--- src/rtl/riscv_pkg.sv ---
`default_nettype none
// ============================================================================
// Module      : riscv_pkg
// Description : Shared constants and types for the 64-bit RISC-V datapath:
//               datapath width, canonical NOP encoding, fetch-FSM states.
// Revision    : 1.0 - initial release
// ============================================================================
package riscv_pkg;

    localparam int          XLEN      = 64;
    localparam logic [31:0] NOP_INSTR = 32'h0000_0013;  // addi x0, x0, 0

    typedef enum logic [1:0] {
        FETCH = 2'd0,  // request outstanding at pc
        HOLD  = 2'd1,  // skid buffer occupied, no request issued
        DRAIN = 2'd2   // waiting out a wrong-path response before redirect
    } fetch_state_e;

endpackage : riscv_pkg
`default_nettype wire

--- src/rtl/if_id_reg.sv ---
`default_nettype none
// ============================================================================
// Module      : if_id_reg
// Description : IF/ID pipeline register holding valid, PC and instruction.
//               Priority: flush > load > hold. Without load or hold the
//               entry is treated as consumed and valid drops.
// Ports       : clk, rst          clock, asynchronous active-high reset
//               i_flush           squash entry (valid=0, instr=NOP)
//               i_load            capture i_pc / i_instr
//               i_hold            decode stalled, keep current entry
//               o_valid/o_pc/o_instr  register contents
// Revision    : 1.0 - initial release
// ============================================================================
module if_id_reg #(
    parameter int XLEN = 64
) (
    input  logic            clk,
    input  logic            rst,
    input  logic            i_flush,
    input  logic            i_load,
    input  logic            i_hold,
    input  logic [XLEN-1:0] i_pc,
    input  logic [31:0]     i_instr,
    output logic            o_valid,
    output logic [XLEN-1:0] o_pc,
    output logic [31:0]     o_instr
);
    import riscv_pkg::*;

    logic            r_valid_q;
    logic [XLEN-1:0] r_pc_q;
    logic [31:0]     r_instr_q;

    logic            w_valid_d;
    logic [XLEN-1:0] w_pc_d;
    logic [31:0]     w_instr_d;

    always_comb begin
        w_valid_d = r_valid_q;
        w_pc_d    = r_pc_q;
        w_instr_d = r_instr_q;
        if (i_flush) begin
            w_valid_d = 1'b0;
            w_instr_d = NOP_INSTR;
        end else if (i_load) begin
            w_valid_d = 1'b1;
            w_pc_d    = i_pc;
            w_instr_d = i_instr;
        end else if (!i_hold) begin
            // Entry consumed by decode with nothing behind it.
            w_valid_d = 1'b0;
        end
    end

    always_ff @(posedge clk or posedge rst) begin
        if (rst) begin
            r_valid_q <= 1'b0;
            r_pc_q    <= '0;
            r_instr_q <= NOP_INSTR;
        end else begin
            r_valid_q <= w_valid_d;
            r_pc_q    <= w_pc_d;
            r_instr_q <= w_instr_d;
        end
    end

    assign o_valid = r_valid_q;
    assign o_pc    = r_pc_q;
    assign o_instr = r_instr_q;

endmodule : if_id_reg
`default_nettype wire

--- src/rtl/if_id_stage.sv ---
`default_nettype none
// ============================================================================
// Module      : if_id_stage
// Description : Instruction fetch unit plus IF/ID pipeline register. Owns the
//               PC, issues one word fetch at a time over a ready handshake,
//               absorbs decode stalls in a one-entry skid buffer and squashes
//               wrong-path instructions on a taken branch.
// Ports       : clk, reset               clock, async active-high reset
//               imem_req/imem_addr       fetch request and address
//               imem_ready/imem_rdata    fetch completion and data
//               stall                    decode cannot consume IF/ID
//               branch_taken/target      redirect from EX
//               id_valid/id_pc/id_instruction  IF/ID contents to decode
// Revision    : 1.0 - initial release
// ============================================================================
module if_id_stage #(
    parameter int              XLEN     = 64,
    parameter logic [XLEN-1:0] RESET_PC = '0
) (
    input  logic            clk,
    input  logic            reset,
    output logic            imem_req,
    output logic [XLEN-1:0] imem_addr,
    input  logic            imem_ready,
    input  logic [31:0]     imem_rdata,
    input  logic            stall,
    input  logic            branch_taken,
    input  logic [XLEN-1:0] branch_target,
    output logic            id_valid,
    output logic [XLEN-1:0] id_pc,
    output logic [31:0]     id_instruction
);
    import riscv_pkg::*;

    localparam logic [XLEN-1:0] c_pc_step = XLEN'(4);

    fetch_state_e    r_state_q,      w_state_d;
    logic [XLEN-1:0] r_pc_q,         w_pc_d;
    logic [XLEN-1:0] r_redir_pc_q,   w_redir_pc_d;
    // Skid contents are meaningful only while in HOLD; leaving HOLD empties it.
    logic [XLEN-1:0] r_skid_pc_q,    w_skid_pc_d;
    logic [31:0]     r_skid_instr_q, w_skid_instr_d;

    logic            w_accept;
    logic            w_load;
    logic [XLEN-1:0] w_load_pc;
    logic [31:0]     w_load_instr;
    logic [XLEN-1:0] w_target;
    logic            w_unused_target_lsbs;

    // Instructions are word aligned; the low target bits carry no information.
    assign w_target             = {branch_target[XLEN-1:2], 2'b00};
    assign w_unused_target_lsbs = ^branch_target[1:0];

    assign w_accept = !id_valid || !stall;

    always_comb begin
        w_state_d      = r_state_q;
        w_pc_d         = r_pc_q;
        w_redir_pc_d   = r_redir_pc_q;
        w_skid_pc_d    = r_skid_pc_q;
        w_skid_instr_d = r_skid_instr_q;
        w_load         = 1'b0;
        w_load_pc      = r_pc_q;
        w_load_instr   = imem_rdata;

        case (r_state_q)
            FETCH: begin
                if (branch_taken) begin
                    if (imem_ready) begin
                        // Response is wrong-path; drop it and refetch at target.
                        w_pc_d = w_target;
                    end else begin
                        // Request still in flight and its address must stay
                        // stable; remember where to go once it completes.
                        w_redir_pc_d = w_target;
                        w_state_d    = DRAIN;
                    end
                end else if (imem_ready) begin
                    w_pc_d = r_pc_q + c_pc_step;
                    if (w_accept) begin
                        w_load = 1'b1;
                    end else begin
                        w_skid_pc_d    = r_pc_q;
                        w_skid_instr_d = imem_rdata;
                        w_state_d      = HOLD;
                    end
                end
            end

            HOLD: begin
                if (branch_taken) begin
                    w_pc_d    = w_target;
                    w_state_d = FETCH;
                end else if (!stall) begin
                    w_load       = 1'b1;
                    w_load_pc    = r_skid_pc_q;
                    w_load_instr = r_skid_instr_q;
                    w_state_d    = FETCH;
                end
            end

            DRAIN: begin
                if (imem_ready) begin
                    // A redirect arriving with the response is the youngest.
                    w_pc_d    = branch_taken ? w_target : r_redir_pc_q;
                    w_state_d = FETCH;
                end else if (branch_taken) begin
                    w_redir_pc_d = w_target;
                end
            end

            default: begin
                w_state_d = FETCH;
            end
        endcase
    end

    always_ff @(posedge clk or posedge reset) begin
        if (reset) begin
            r_state_q      <= FETCH;
            r_pc_q         <= RESET_PC;
            r_redir_pc_q   <= '0;
            r_skid_pc_q    <= '0;
            r_skid_instr_q <= NOP_INSTR;
        end else begin
            r_state_q      <= w_state_d;
            r_pc_q         <= w_pc_d;
            r_redir_pc_q   <= w_redir_pc_d;
            r_skid_pc_q    <= w_skid_pc_d;
            r_skid_instr_q <= w_skid_instr_d;
        end
    end

    // Reset gates the request directly so it drops the moment reset rises,
    // abandoning any outstanding response.
    assign imem_req  = !reset && (r_state_q != HOLD);
    assign imem_addr = r_pc_q;

    if_id_reg #(
        .XLEN (XLEN)
    ) u_if_id_reg (
        .clk     (clk),
        .rst     (reset),
        .i_flush (branch_taken),
        .i_load  (w_load),
        .i_hold  (stall),
        .i_pc    (w_load_pc),
        .i_instr (w_load_instr),
        .o_valid (id_valid),
        .o_pc    (id_pc),
        .o_instr (id_instruction)
    );

endmodule : if_id_stage
`default_nettype wire
--- config.mk ---
export PLATFORM = sky130hd
export DESIGN_NAME = if_id_stage
export DESIGN_NICKNAME = d
export VERILOG_FILES = /design/src/rtl/riscv_pkg.sv /design/src/rtl/if_id_reg.sv /design/src/rtl/if_id_stage.sv
export SDC_FILE = /design/constraint.sdc
export NUM_CORES = 1
export LEC_CHECK = 0
export CAP_MARGIN = 20
export CORE_MARGIN = 10
export CORE_UTILIZATION = 40
export CTS_BUF_LIST = sky130_fd_sc_hd__clkbuf_16
export DETAILED_ROUTE_END_ITERATION = 7
export GPL_ROUTABILITY_DRIVEN = 0
export GPL_TIMING_DRIVEN = 0
export HOLD_SLACK_MARGIN = 0.05
export MAX_ROUTING_LAYER = met4
export PLACE_DENSITY = 0.64
export SYNTH_ARGS = -nofsm -noshare
export SYNTH_HDL_FRONTEND = slang
export SYNTH_SLANG_ARGS = --single-unit
--- constraint.sdc ---
create_clock -name clk -period 13.4 [get_ports clk]
set_input_delay 2.68 -clock clk [delete_from_list [all_inputs] [get_ports clk]]
set_output_delay 2.68 -clock clk [all_outputs]
set_load 0.05 [all_outputs]
== Yosys cells after proc, flatten, opt, wreduce, memory -nomap -nowiden ==
Index checks and enable logic that the tools add are counted.

* Register bits after elaboration: 323
* Output and inout port bits: 162
* Logic and storage cells: 73

* Add/sub/neg operators: 1
* Equal/unequal tests: 14
* Multiplexer cells: 34
* Bitwise operators: 2
* Reductions and logical operators: 14

{| class="wikitable"
|+ Operator list
! cell !! number
|-
| 64-bit two-way mux || 11
|-
| 64-bit case mux with 3 select lines || 1
|-
| 32-bit two-way mux || 4
|-
| 64-bit case mux with 2 select lines || 1
|-
| 64-bit by 3-bit adder with 64-bit output (second input constant) || 1
|-
| 2-bit two-way mux || 7
|-
| 2-bit != test (second input constant) || 6
|-
| 3-bit != test (second input constant) || 4
|-
| 4-bit AND reduction || 3
|-
| 1-bit two-way mux || 8
|-
| 2-bit case mux with 3 select lines || 1
|-
| 5-bit AND reduction || 1
|-
| 2-bit nonzero test || 2
|-
| 1-bit zero test || 3
|-
| 3-bit by 1-bit != test with 1-bit output (second input constant) || 1
|-
| 3-bit nonzero test || 1
|-
| 2-bit by 1-bit == test with 1-bit output (second input constant) || 1
|-
| 2-bit == test (second input constant) || 1
|-
| 2-bit zero test || 1
|-
| 2-bit by 1-bit != test with 1-bit output (second input constant) || 1
|-
| 1-bit inverter || 2
|-
| 1-bit case mux with 2 select lines || 1
|-
| 2-bit AND reduction || 1
|-
| 1-bit logical AND || 1
|-
| 1-bit logical OR || 1
|}

== Logic depth before layout (Yosys ltp) ==
Gate-level depths: netlist (run 1).

* Word-level depth: 8
* Depth in mapped cells: 11
* Depth with buffers taken out: 8

== Cells and area by module ==
Synthesis (run 1) repeated with hierarchy kept, for this count alone.

* Cell total of the unflattened synthesis: 1492
* Area, all modules: 16869.9 sq um

{| class="wikitable"
|+ By module, submodules not included
! module !! instances !! cells each !! area each (sq um)
|-
| if_id_stage || 1 || 1248 || 12844.8
|-
| if_id_reg || 1 || 244 || 4025.1
|}

== Worst setup path after synthesis (run 1) ==
OpenSTA, ideal clock, no wires.

* Path type: input -> output
* Start: input port reset
* End: output port imem_req
* Arrival time: 3.325 ns
* Data required time: 10.720 ns
* Slack: 7.395 ns
* Stages on the path: 1
* Path buffers: 0
* Cell sequence: nor2_1

* Longest elaborated chain between the ends: 2

{| class="wikitable"
|+ RTL lines
! what !! line !! text
|-
| from (decl) || if_id_stage.sv:21 || <nowiki>input logic reset,</nowiki>
|-
| 1-bit zero test (no line) || - ||
|-
| 1-bit logical AND || if_id_stage.sv:137 || <nowiki>assign imem_req = !reset && (r_state_q != HOLD);</nowiki>
|-
| to (decl) || if_id_stage.sv:22 || <nowiki>output logic imem_req,</nowiki>
|}

No other way between the ends.

== Worst setup path in the final report (run 1) ==
Ends and elaborated chain as after synthesis.

==> flow_summary.toml, run 1 <==
[outcome]
outcome = "completed"

[power_and_ir_drop]
pwr-share-comb_pct = 49.5
power.clock.fraction_pct = 18.2
totalPowerFinal_mw = 5.56
p_leak_nw = 8.93
p_sw_mw = 2.55
p_seq_share_pct = 32.3
intPower_mw = 3.00
max-vdd-ir-drop_mv = 0.167
power.density_nw_per_um2 = 273
p_sw_share_pct = 46.0

[critical_path]
cp.required_ps = 10720
worstPathArrival_ps = 4150
endpoint_kind = "output port"
cp_common_cell = "clkdlybuf4s50_1"
cp_max_fo = 2
rr_worst_depth = 10
criticalPathCategory = "in2out"
critPathSlowestCell = "clkdlybuf4s50_1"
cp-start-kind = "primary input"
cp_cell_sequence = "clkdlybuf4s50_1, nor2_1, clkdlybuf4s50_1"
worst_path_largest_cell_delay_ps = 820

[clocking]
cts.reportedPaths.clkPinSlew_ps = 50
cts_tree = "yes"
cts-htree-levels = 2
cts-resized-gates = 0
cts_max_path_buffers = 3
clock_latency_ps = 540
clock_sinks = 323
cts_made_buffers = 37
postCtsSetupBuffers = 0
cts_root_buffer = "clkbuf_16"
ctsHoldBuffers = 0

[synth]
synth.area.top_cells = "dfrtp_1 50%, mux2_2 12%, mux2i_1 6.1%"
yosysWarnings = 0
ys_ff_latch = 323
synth_largest_area_cell = "dfrtp_1"
yosys.area.top_type_share_pct = 50.2
synth_edf_count = 0
ys_seq_area_share_pct = 51.2
synth_cells = 1458
syn_nets = 1564
netlist_area_um2 = 15800
synth.distinct_cells = 67
synthFlopType = "dfrtp_1"
syn_area_per_cell_um2 = 10.8
async_reset_ff_share_pct = 100

[grt]
antenna_found_initial = 3
grt_overflow = 0
grt_pass1_wl_um = 84300
grt_busiest_layer = "met2"
grt_pass1_vias = 13700
grt_use_met3_pct = 5.61
grt_use_met1_pct = 29.4
grtUsageMet2_pct = 36.4
grt_max_degree = 113
grt_usage_pct = 23.5

[timing]
period_needed_ps = 6830
setup_viol_count_final = 0
finClkSkew_ps = 12.8
rsz0062_at_grt = "false"
fmax_mhz = 146
drv_slew = 0
finalCritPeriodShare_pct = 51.0
tightest_slew_ps = 1110
relSlewSlack_pct = 25.7
hold_violations = 0
tns_ps = 0

[finish]
num-nets-final = 1867
fin_util_pct = 52.4
drive_gt1_share_pct = 15.1
synthToLayoutAreaGrowth_pct = 28.7
ff_latch_area_um2 = 8090
fill_cells = 3444
final_common_cell = "dfrtp_1"
final_cells = 2307
multi_input_comb_area_um2 = 7180
final_cell_mix = "317 x dfrtp_1, 260 x clkdlybuf4s50_1, 165 x mux2_2"

[min_path]
hp-class = "reg2reg"
hold_depth = 2

[die]
rows = 72
die_height_um = 219
die_area_um2 = 47800
start_util_pct = 40.7
io_pins = 263
fp.coreArea_um2 = 38800
die_w_um = 219

[route]
totalWireLength_um = 55800
postRouteAntennaNets = 0
detail_route.wl_per_cell_um = 24.2
drt_iter0_drc = 1269
post-route-drc-count = 0
vias_per_cell = 5.90
num_vias = 13600
drt_pass1_iterations = 8

[flow_run]
max_cap_violations = 0

[place]
placedCellCount = 2240
portBuffers = 260
hpwlAfterDp_um = 40000
[cell type report]
class | count | area share (%)
multi-input combinational | 1004 | 35.3
antenna | 3 | 0.0369
clock buffer | 37 | 4.55
sequential | 323 | 39.8
clock inverter | 27 | 1.22
timing repair buffer | 264 | 13.2
buffer | 115 | 2.31
tap | 518 | 3.19
inverter | 16 | 0.332
[metrics by stage]
step / worst slack [ps] / instance area, um2 / hold slack (ps)
after floorplan: 1790 / 15800 / 453
after global placement: -2710 / 19100 / 462
after detailed placement: 6570 / 19100 / 470
after CTS: 6560 / 20300 / 483
after global routing: 6540 / 20300 / 508
final: 6570 / 20300 / 476
[state kept, by name (all words and copies together) (netlist names)]
register / cells
u_if_id_reg.o_valid: 1
r_skid_instr_q: 32
r_state_q: 2
r_redir_pc_q: 64
imem_addr: 64
u_if_id_reg.o_instr: 32
r_skid_pc_q: 64
u_if_id_reg.o_pc: 64
[power groups by stage]
stage	Combinational, mW	Sequential, mW	Clock, mW
2_1_floorplan	1.13	2.38	0
3_3_place_gp	2.69	1.78	0
3_5_place_dp	2.73	1.80	0
4_1_cts	2.74	1.79	1.03
5_1_grt	2.92	1.85	1.07
6_report	2.75	1.80	1.01
[Yosys cell counts, types with 3 or more instances]
master and instances:
nor3_1 25, and3_1 17, buf_2 19, nor2b_1 4
o2bb2ai_1 4, inv_1 14, a22o_1 7, a211oi_1 11
a32o_1 12, a31oi_1 10, o31ai_1 14, o22a_1 5
a21oi_1 52, nand2b_1 7, nor4_1 9, or3_1 5
ha_1 5, a221oi_1 23, dfstp_2 6, nand2_1 146
mux2i_1 97, o22ai_1 4, and4_1 9, nor2_1 56
a221o_1 26, dfrtp_1 317, a311oi_1 5, buf_1 11
o211ai_1 3, mux2_2 165, a22oi_1 8, a222oi_1 7
clkbuf_1 83, o31a_1 6, o41ai_1 3, and2_1 9
o21ai_0 148, a31o_2 5, nand4_1 9, nand3_1 54
a21o_1 3
[kinds of logic (layout without fill, tap and decap cells)]
logic type               Yosys count  in the layout  share of synthesized area, %
flip-flops                       323            323                          51.2
AND/OR/NAND/NOR                  365            365                          11.4
multiplexers                     262            262                          17.9
XOR/XNOR                           2              2                         0.111
adder cells (fa/ha/maj)            5              5                         0.396
buffers and inverters            131            459                          3.36
other                              0              3                             0
AO/OA/AOI/OAI                    370            370                          15.6
[path summary, 6_finish.rpt]
kind | from | to | slack, ps
worst max-delay path | reset | imem_req | 6570
worst min-delay path | u_if_id_reg.o_pc[57] | u_if_id_reg.o_pc[57] | 480
worst max register to register | r_state_q[0] | u_if_id_reg.o_valid | 9700
worst min register to register | u_if_id_reg.o_pc[57] | u_if_id_reg.o_pc[57] | 480
max in group asynchronous | reset | u_if_id_reg.o_instr[2] | 9590
min in group asynchronous | reset | imem_addr[7] | 2740
[metal layers]
| layer | wire length [um] | part of all wire, % |
|---|---|---|
| met5 | 0 | 0 |
| met4 | 1780 | 3.2 |
| met3 | 4990 | 8.9 |
| met2 | 25700 | 46 |
| met1 | 23300 | 42 |
[worst max-delay path: cells and delay by family]
family	cells	cell delay (ps)
simple gates	1	130
buf+inv	2	1340
Note: power is estimated with default switching activity, not from simulation.
==> run 2: changes to the inputs <==
- PLACE_DENSITY: 0.64 -> 0.66
- clock period: 13.4 -> 5.8 ns (I/O delays scaled with it)
==> flow_summary.toml, run 2 (synthesis gave the netlist of run 1 again) <==
[place]
dp_slack_ps = 639
hpwlAfterDp_um = 40900
placedCellCount = 2246
dpl_cell_area_um2 = 19300
portBuffers = 260

[grt]
antenna_found_initial = 4
grt_usage_pct = 23.4
grt_max_degree = 42
grt_pass1_vias = 13900
grt_pass1_wl_um = 84600
grt_overflow = 0

[timing]
relSlewSlack_pct = 26.7
rsz0062_at_grt = "false"
fmax_mhz = 223
drv_slew = 0
finalCritPeriodShare_pct = 77.2
fin_hold_ws_ps = 476
finClkSkew_ps = 9.53
tns_ps = 0
tightest_slew_ps = 1100
hold_violations = 0
period_needed_ps = 4480
setup_viol_count_final = 0
fin_ws_ps = 1320

[die]
die_area_um2 = 47800
die_w_um = 219
fp.coreArea_um2 = 38800
rows = 72
die_height_um = 219
io_pins = 263
start_util_pct = 40.7

[power_and_ir_drop]
p_leak_nw = 8.99
max-vdd-ir-drop_mv = 0.366
totalPowerFinal_mw = 12.8
power.density_nw_per_um2 = 624

[finish]
final_common_cell = "dfrtp_1"
drive_gt1_share_pct = 15.2
final_cell_mix = "317 x dfrtp_1, 260 x clkdlybuf4s50_1, 165 x mux2_2"
num-nets-final = 1875
final_cells = 2316
stdcell_area_um2 = 20400
fin_util_pct = 52.6
synthToLayoutAreaGrowth_pct = 29.2

[clocking]
ctsHoldBuffers = 0
postCtsSetupBuffers = 0
cts_tree = "yes"
clock_sinks = 323
cts-htree-levels = 2
cts_made_buffers = 39
cts_max_path_buffers = 3
cts.reportedPaths.clkPinSlew_ps = 60
clock_latency_ps = 530
cts-resized-gates = 0
cts_root_buffer = "clkbuf_16"

[critical_path]
worstPathArrival_ps = 4850
path_delay_family = "buffers and inverters"
endpoint_kind = "flip-flop"
cp_common_cell = "clkbuf_1"
worst-path-buf-inv = 5
cp_cell_sequence = "clkdlybuf4s50_1, clkinv_1, nand2_1, clkbuf_1, clkbuf_1, clkbuf_1, o21ai_0"
cp-start-kind = "primary input"
critPathSlowestCell = "clkbuf_1"
worst_path_largest_cell_delay_ps = 850
cp.required_ps = 6180
cp_max_fo = 10
criticalPathCategory = "in2reg"

[route]
num_vias = 13800
drt_iter0_drc = 1481
drt_pass1_iterations = 5
vias_per_cell = 5.95
detail_route.wl_per_cell_um = 24.1
post-route-drc-count = 0
postRouteAntennaNets = 0
totalWireLength_um = 55900

[outcome]
outcome = "completed"

[flow_run]
max_cap_violations = 0

[min_path]
hp-class = "reg2reg"
## run 2: cell count changes in the layout (fill, tap and decap cells not counted), sizes merged
| cell | previous run | this run |
|---|---|---|
| clkbuf | 120 | 124 |
| buf | 36 | 42 |
| bufinv | 5 | 1 |
| inv | 21 | 25 |
| clkinv | 16 | 14 |
| diode | 3 | 4 |
## run 2: final timing paths
check / startpoint / endpoint / slack, ps / cells past startpoint
setup / recovery: branch_taken / u_if_id_reg.o_valid / 1320 / 7
hold / removal: u_if_id_reg.o_pc[62] / u_if_id_reg.o_pc[62] / 480 / 2
setup reg to reg: r_state_q[0] / u_if_id_reg.o_valid / 1980 / 9
hold reg to reg: u_if_id_reg.o_pc[62] / u_if_id_reg.o_pc[62] / 480 / 2
max in group asynchronous: reset / r_skid_pc_q[51] / 3740 / 5
min in group asynchronous: reset / u_if_id_reg.o_pc[6] / 1010 / 2
## run 2: per-layer routing
| metal | wire length (um) | vias up | GRT usage [%] |
|---|---|---|---|
| met1 | 23200 | 6852 | 29.3 |
| met3 | 4900 | 156 | 4.99 |
| met4 | 2160 | 0 | 9.47 |
| met2 | 25700 | 719 | 36.2 |
| met5 | 0 | - | - |
| li1 | - | 6054 | - |
## run 2: final cells by class
cell class              instances  area, um2
clock inverters                25        126
multi-input cells            1004       7180
well taps                     518        648
repair buffers                270       2800
diodes                          4       10.0
flip-flops and latches        323       8090
inverters                      16       63.8
clock buffers                  41       1030
fillers                      3457      18400
plain buffers                 115        470
## run 2: worst reg2reg max path, stage by stage (launching register included)
cell and delay (ps):
dfrtp_1 450, inv_1 130, ha_1 290, a21oi_1 150, o22ai_1 90, nand2_1 170, clkbuf_1 850, clkbuf_1 840
clkbuf_1 530, o21ai_0 170
## run 2: power breakdown
| part | total (mW) | leakage (nW) | internal (mW) | switching [mW] |
|---|---|---|---|---|
| Sequential | 4.16 | 4.07 | 3.26 | 0.900 |
| Combinational | 6.34 | 4.31 | 2.30 | 4.04 |
| Clock | 2.25 | 0.614 | 1.31 | 0.943 |
| Total | 12.8 | 8.99 | 6.87 | 5.88 |
